### src/rtl/ahb_code_pkg.sv
// Shared types for the code-bus SRAM responder.
// Bus encodings, FSM states and the byte-lane decoder.
package ahb_code_pkg;

  typedef enum logic [1:0] {
    HT_IDLE   = 2'b00,
    HT_BUSY   = 2'b01,
    HT_NONSEQ = 2'b10,
    HT_SEQ    = 2'b11
  } htrans_t;

  typedef enum logic [1:0] {
    HR_OKAY  = 2'b00,
    HR_ERROR = 2'b01
  } hresp_t;

  typedef enum logic [2:0] {
    HS_BYTE = 3'b000,
    HS_HALF = 3'b001,
    HS_WORD = 3'b010
  } hsize_t;

  typedef enum logic [2:0] {
    ST_IDLE,
    ST_ACCESS,
    ST_WAIT,
    ST_RDATA,
    ST_ERR1,
    ST_ERR2
  } state_t;

  function automatic logic [3:0] be_decode(
    input logic [2:0] sz,
    input logic [1:0] a
  );
    logic [3:0] be;
    be = 4'b0000;
    unique case (1'b1)
      (sz == HS_BYTE): be = 4'b0001 << a;
      (sz == HS_HALF): be = a[1] ? 4'b1100 : 4'b0011;
      default:         be = 4'b1111;
    endcase
    return be;
  endfunction

endpackage

### src/rtl/ahb_excl_monitor.sv
// Single-entry exclusive monitor: set by exclusive reads,
// consumed by exclusive writes, cleared by plain writes that hit.
module ahb_excl_monitor
  import ahb_code_pkg::*;
#(
  parameter int AW = 14
) (
  input  logic          i_clk,
  input  logic          i_rst,
  input  logic          i_set,
  input  logic          i_chk,
  input  logic          i_wr,
  input  logic [AW-1:0] i_addr,
  output logic          o_pass
);

  logic          r_valid;
  logic [AW-1:0] r_addr;
  logic          w_hit;
  logic          w_clr;

  assign w_hit  = r_valid & (r_addr == i_addr);
  assign w_clr  = i_wr & w_hit;
  assign o_pass = i_chk & w_hit & ~w_clr;

  always_ff @(posedge i_clk) begin
    if (i_rst) begin
      r_valid <= 1'b0;
      r_addr  <= '0;
    end else if (w_clr | i_chk) begin
      r_valid <= 1'b0;
    end else if (i_set) begin
      r_valid <= 1'b1;
      r_addr  <= i_addr;
    end
  end

endmodule

### src/rtl/ahb_code_sram_slave.sv
// AHB-Lite code-bus SRAM responder with wait states, two-cycle
// ERROR and exclusive response; SRAM has one-cycle read latency.
module ahb_code_sram_slave
  import ahb_code_pkg::*;
#(
  parameter  int MEM_BYTES   = 65536,
  parameter  int WAIT_STATES = 0,
  localparam int MEM_AW      = $clog2(MEM_BYTES) - 2
) (
  input  logic              HCLK,
  input  logic              HRESET,
  input  logic              HSEL,
  input  logic [31:0]       HADDR,
  input  logic [1:0]        HTRANS,
  input  logic              HWRITE,
  input  logic [2:0]        HSIZE,
  input  logic [2:0]        HBURST,
  input  logic [3:0]        HPROT,
  input  logic [31:0]       HWDATA,
  input  logic              EXREQ,
  input  logic              HREADY,
  output logic              HREADYOUT,
  output logic [31:0]       HRDATA,
  output logic [1:0]        HRESP,
  output logic              EXRESP,
  output logic              MEM_CS,
  output logic              MEM_WE,
  output logic [3:0]        MEM_WBE,
  output logic [MEM_AW-1:0] MEM_ADDR,
  output logic [31:0]       MEM_WDATA,
  input  logic [31:0]       MEM_RDATA
);

  state_t            r_state;
  state_t            w_seq;
  state_t            w_next;
  logic [MEM_AW-1:0] r_addr;
  logic              r_write;
  logic              r_excl;
  logic              r_xpass;
  logic              r_cap;
  logic [3:0]        r_be;
  logic [3:0]        r_cnt;
  logic [31:0]       r_rdata;
  logic [31:0]       w_hold;
  logic              w_accept;
  logic              w_err;
  logic              w_done;
  logic              w_acc;
  logic              w_cs;
  logic              w_pass;
  logic              w_xok;
  logic              w_unused;

  assign w_unused = ^{HBURST, HPROT};

  assign w_accept = HSEL & HREADY &
                    ((HTRANS == HT_NONSEQ) | (HTRANS == HT_SEQ));
  assign w_err    = (HADDR >= 32'(MEM_BYTES)) |
                    (HSIZE > HS_WORD) |
                    ((HSIZE == HS_HALF) & HADDR[0]) |
                    ((HSIZE == HS_WORD) & (|HADDR[1:0]));
  assign w_acc    = (r_state == ST_ACCESS);

  ahb_excl_monitor #(
    .AW(MEM_AW)
  ) u_mon (
    .i_clk (HCLK),
    .i_rst (HRESET),
    .i_set (w_acc & ~r_write & r_excl),
    .i_chk (w_acc & r_write & r_excl),
    .i_wr  (w_acc & r_write & ~r_excl),
    .i_addr(r_addr),
    .o_pass(w_pass)
  );

  always_comb begin
    w_seq   = r_state;
    w_done  = 1'b0;
    w_cs    = 1'b0;
    HRESP   = HR_OKAY;
    MEM_WBE = 4'b0000;
    unique case (r_state)
      ST_IDLE: w_done = 1'b1;
      ST_ACCESS: begin
        // a failed exclusive write never reaches the array
        w_cs = ~(r_write & r_excl & ~w_pass);
        if (r_write & w_cs) MEM_WBE = r_be;
        if (WAIT_STATES != 0) w_seq = ST_WAIT;
        else if (r_write)     w_done = 1'b1;
        else                  w_seq = ST_RDATA;
      end
      ST_WAIT: begin
        if (r_cnt == 4'd0) begin
          if (r_write) w_done = 1'b1;
          else         w_seq = ST_RDATA;
        end
      end
      ST_RDATA: w_done = 1'b1;
      ST_ERR1: begin
        HRESP = HR_ERROR;
        w_seq = ST_ERR2;
      end
      ST_ERR2: begin
        HRESP  = HR_ERROR;
        w_done = 1'b1;
      end
      default: w_seq = ST_IDLE;
    endcase
  end

  assign w_next = !w_done   ? w_seq :
                  !w_accept ? ST_IDLE :
                  w_err     ? ST_ERR1 : ST_ACCESS;

  assign w_xok = (r_state == ST_RDATA) |
                 (w_acc & w_pass) |
                 ((r_state == ST_WAIT) & r_xpass);

  assign w_hold    = r_cap ? MEM_RDATA : r_rdata;
  assign HRDATA    = (r_state == ST_RDATA) ? w_hold : 32'h0;
  assign HREADYOUT = w_done;
  assign EXRESP    = w_done & r_excl & w_xok;
  assign MEM_CS    = w_cs;
  assign MEM_WE    = w_cs & r_write;
  assign MEM_ADDR  = r_addr;
  assign MEM_WDATA = HWDATA;

  always_ff @(posedge HCLK) begin
    if (HRESET) begin
      r_state <= ST_IDLE;
      r_addr  <= '0;
      r_write <= 1'b0;
      r_excl  <= 1'b0;
      r_be    <= 4'b0000;
      r_cnt   <= 4'd0;
      r_xpass <= 1'b0;
      r_cap   <= 1'b0;
      r_rdata <= 32'h0;
    end else begin
      r_state <= w_next;
      r_cap   <= w_acc & ~r_write;
      r_rdata <= w_hold;
      if (w_acc) begin
        r_xpass <= w_pass;
        r_cnt   <= 4'(WAIT_STATES - 1);
      end else if ((r_state == ST_WAIT) && (r_cnt != 4'd0)) begin
        r_cnt <= r_cnt - 4'd1;
      end
      if (w_done & w_accept) begin
        r_addr  <= HADDR[MEM_AW+1:2];
        r_write <= HWRITE;
        r_excl  <= EXREQ;
        r_be    <= be_decode(HSIZE, HADDR[1:0]);
      end
    end
  end

endmodule

### config.mk
export PLATFORM = sky130hd
export DESIGN_NAME = ahb_code_sram_slave
export DESIGN_NICKNAME = d
export VERILOG_FILES = /design/src/rtl/ahb_code_pkg.sv /design/src/rtl/ahb_excl_monitor.sv /design/src/rtl/ahb_code_sram_slave.sv
export SDC_FILE = /design/constraint.sdc
export NUM_CORES = 1
export LEC_CHECK = 0
export CAP_MARGIN = 20
export CORE_MARGIN = 2
export CORE_UTILIZATION = 36
export CTS_BUF_LIST = sky130_fd_sc_hd__clkbuf_4 sky130_fd_sc_hd__clkbuf_8
export DETAILED_ROUTE_END_ITERATION = 8
export PLACE_DENSITY = 0.81
export SYNTH_ARGS = -nofsm -noshare
export SYNTH_HDL_FRONTEND = slang
export SYNTH_SLANG_ARGS = --single-unit
### constraint.sdc
create_clock -name HCLK -period 1.78 [get_ports HCLK]
set_input_delay 0.178 -clock HCLK [delete_from_list [all_inputs] [get_ports HCLK]]
set_output_delay 0.178 -clock HCLK [all_outputs]
set_load 0.01 [all_outputs]
==> results by group <==
Outcome
  • Status: finished, violations left
  • Failing checks: negative setup slack

Critical path
  • CP Cell Sequence: xnor2_2, nand4_1, nor4_2, buf_4, and3_1, o211a_1, buf_6
  • Crit path required time: 1.60 ns
  • Crit path from: u_mon.r_addr[2]
  • Worst setup EP type: primary output
  • Crit start category: flip-flop
  • CP bufs+invs: 2
  • Crit path to: EXRESP
  • Reg2reg setup slack: -0.03 ns
  • R2R depth: 8
  • Crit-path leading delay family: simple AND/OR/NAND/NOR gates
  • Worst r2r src: r_state[2]
  • Path length in cells of the critical path: 7
  • Crit-path slowest cell: dfxtp_2
  • Critical path arrival: 1.88 ns
  • CP Max Fanout: 4
  • Setup CP Type: flip-flop to primary output
  • R2r endpoint: u_mon.r_addr[12]
  • Crit-path max cell delay: 0.34 ns

Timing
  • Slew margin rel.: 64.4%
  • Hold Vio Cnt, Final: 0
  • Hold slack final: 0.293 ns
  • Setup violators final: 11
  • Final Critical Period: 2.05 ns
  • Final worst path period share: 115%
  • Final WS setup: -0.274 ns
  • Clk_skew: 0.00850 ns
  • Max-slew violation count: 0
  • RSZ-0062 raised after global routing: true
  • Peak Freq: 0.487 GHz
  • Worst Tran Pin Value: 0.533 ns

Clock tree
  • Worst skew pair latency: 0.34 ns
  • Max H-tree Level: 3
  • TritonCTS buffer count: 9
  • Clk buf depth: 2
  • CTS tree: yes
  • CTS Sinks: 76
  • CTS root buf: clkbuf_8
  • Clk slew on worst S/H paths: 0.09 ns

Global route
  • Initial antenna violation count: 0
  • Largest net degree at the start of global routing: 35
  • Vias in the first global route: 3,008
  • Tot GR Track Use: 15.5%
  • First-pass GRT wire length: 13,100 µm
  • Global route overflow: 0

Place
  • GP Congestion: 0.728
  • Post-DP HPWL: 6210 µm
  • Placed insts: 644
  • DP Area: 5020 µm²
  • Dpl ws: -0.361 ns
  • I/O Buffers: 128

Routing
  • Drt drc: 0
  • DR pass1 iterations: 5
  • Vias: 3,113
  • ANT nets after route: 0
  • Post-Route WL: 9330 µm
  • WL/cell: 14.0 µm
  • Number of vias per cell: 4.66
  • Initial DRC count: 63

Finish
  • Antenna Cells: 0
  • Final core utilization: 55.9%
  • Area growth syn-to-layout: 52.7%
  • Final Non-Filler Cells: 668
  • Post-route cell area: 5390 µm²
  • Layout fillers: 888
  • Share of cells above drive strength 1: 25.6%
  • Nets: 646

Floorplan
  • # IOs: 202
  • Die Y: 103 µm
  • Core Box Area: 9640 µm²
  • Die W: 103 µm
  • Cell Rows: 36
  • Die Footprint: 10,600 µm²
  • Initial Utilization: 36.6%

Power
  • Max IR drop VDD: 0.000429 V
  • Pwr Density: 754 nW/µm²
  • Pleak: 2.17 nW

Logic synthesis
  • Main flop type after synthesis: dfxtp_1
  • Register area share after synthesis: 43.1%
  • Yosys cell types: 36
  • Gate Count Post-Synth: 391
  • Post-synth ARST share: 0%
  • Syn avg cell area: 9.02 µm²
  • Synth top area share: 43.1%
  • Number of synthesized flops with an enable pin: 0
  • Area leader, netlist: dfxtp_1
  • Synth warnings: 0
  • Yosys reg bits: 76
  • Syn_nets: 507
  • Top post-synthesis cells by count: nor2_1 (107), dfxtp_1 (76), mux2i_1 (66)
  • Most common cell in the netlist: nor2_1
  • Top post-synthesis cells by area: dfxtp_1 (43%), mux2i_1 (19%), nor2_1 (11%)
  • Mapped cell area: 3530 µm²

Job
  • Max-cap viol count: 0

Worst hold path
  • HP Class: primary input to flip-flop
cell type report:
cell class	count	area (µm²)	share of cell area, %
flip-flops and latches	76	1540	28.5
well taps	133	166	3.09
inverters	5	18.8	0.348
repair buffers	181	1680	31.1
clock inverters	7	123	2.28
multi-input cells	257	1740	32.4
clock buffers	9	124	2.30
cell usage in the layout (no fill, tap or decap), types with 4 or more instances in the layout:
master,instances
a21oi_1,7
and2_1,5
buf_12,5
buf_2,11
buf_4,42
buf_6,5
clkbuf_2,19
clkbuf_8,9
clkdlybuf4s15_1,6
clkdlybuf4s50_1,86
dfxtp_1,66
dfxtp_2,9
mux2i_1,62
mux2i_2,4
nand2_1,5
nand4_1,5
nor2_1,105
nor3_1,6
o21ai_0,8
xnor2_1,14
state kept, by name, summed over array words and instances (netlist names):
| register | flops |
|---|---|
| MEM_ADDR | 14 |
| r_be | 4 |
| r_cap | 1 |
| r_cnt | 4 |
| r_excl | 1 |
| r_rdata | 32 |
| r_state | 3 |
| r_write | 1 |
| r_xpass | 1 |
| u_mon.r_addr | 14 |
| u_mon.r_valid | 1 |
through the flow:
step / setup TNS, ns / power (mW)
6_report: -1.70 / 4.06
5_1_grt: -3.67 / 4.22
4_1_cts: -1.66 / 4.04
3_5_place_dp: -2.98 / 2.39
3_3_place_gp: -1.97 / 2.37
2_1_floorplan: 0 / 2.13
worst min-delay path by stage:
stage	start	endpoint	slack, ns	depth (start not counted)
2_1_floorplan	HADDR[2]	MEM_ADDR[0]	0.32	2
3_3_place_gp	HWDATA[15]	MEM_WDATA[15]	0.36	0
3_5_place_dp	HWDATA[15]	MEM_WDATA[15]	0.36	0
4_1_cts	HRESET	r_be[0]	0.27	2
5_1_grt	HRESET	u_mon.r_addr[10]	0.28	2
6_report	HRESET	u_mon.r_addr[10]	0.29	2
cell families after synthesis:
kind of cell	share of synthesized area [%]
AO/OA/AOI/OAI	3.97
XOR/XNOR	4.22
adder cells (fa/ha/maj)	0.709
buffers and inverters	10.6
flip-flops	43.1
multiplexers	18.7
other	0.106
AND/OR/NAND/NOR	18.6
report_power, final:
| group | switching, mW | total [mW] | internal [mW] |
|---|---|---|---|
| Combinational | 0.254 | 0.660 | 0.406 |
| Sequential | 0.0318 | 1.78 | 1.75 |
| Clock | 0.675 | 1.62 | 0.944 |
routing by layer:
| metal | routed length [µm] | track usage [%] | vias up |
|---|---|---|---|
| met5 | 0 | 0 | - |
| met4 | 105 | 5.57 | 0 |
| met3 | 562 | 4.47 | 22 |
| met2 | 4700 | 27.5 | 113 |
| met1 | 3960 | 17.8 | 1440 |
| li1 | - | - | 1538 |
timing repair:
| action | 4_1_cts | 5_1_grt |
|---|---|---|
| cloned | 1 | 3 |
| pin swaps | 9 | 4 |
| endpoints found under the setup margin | 61 | 63 |
| setup buffers | 0 | 5 |
| gates resized for setup | 116 | 53 |
| hold buffers | 0 | 0 |
(Power assumes the default switching activity.)
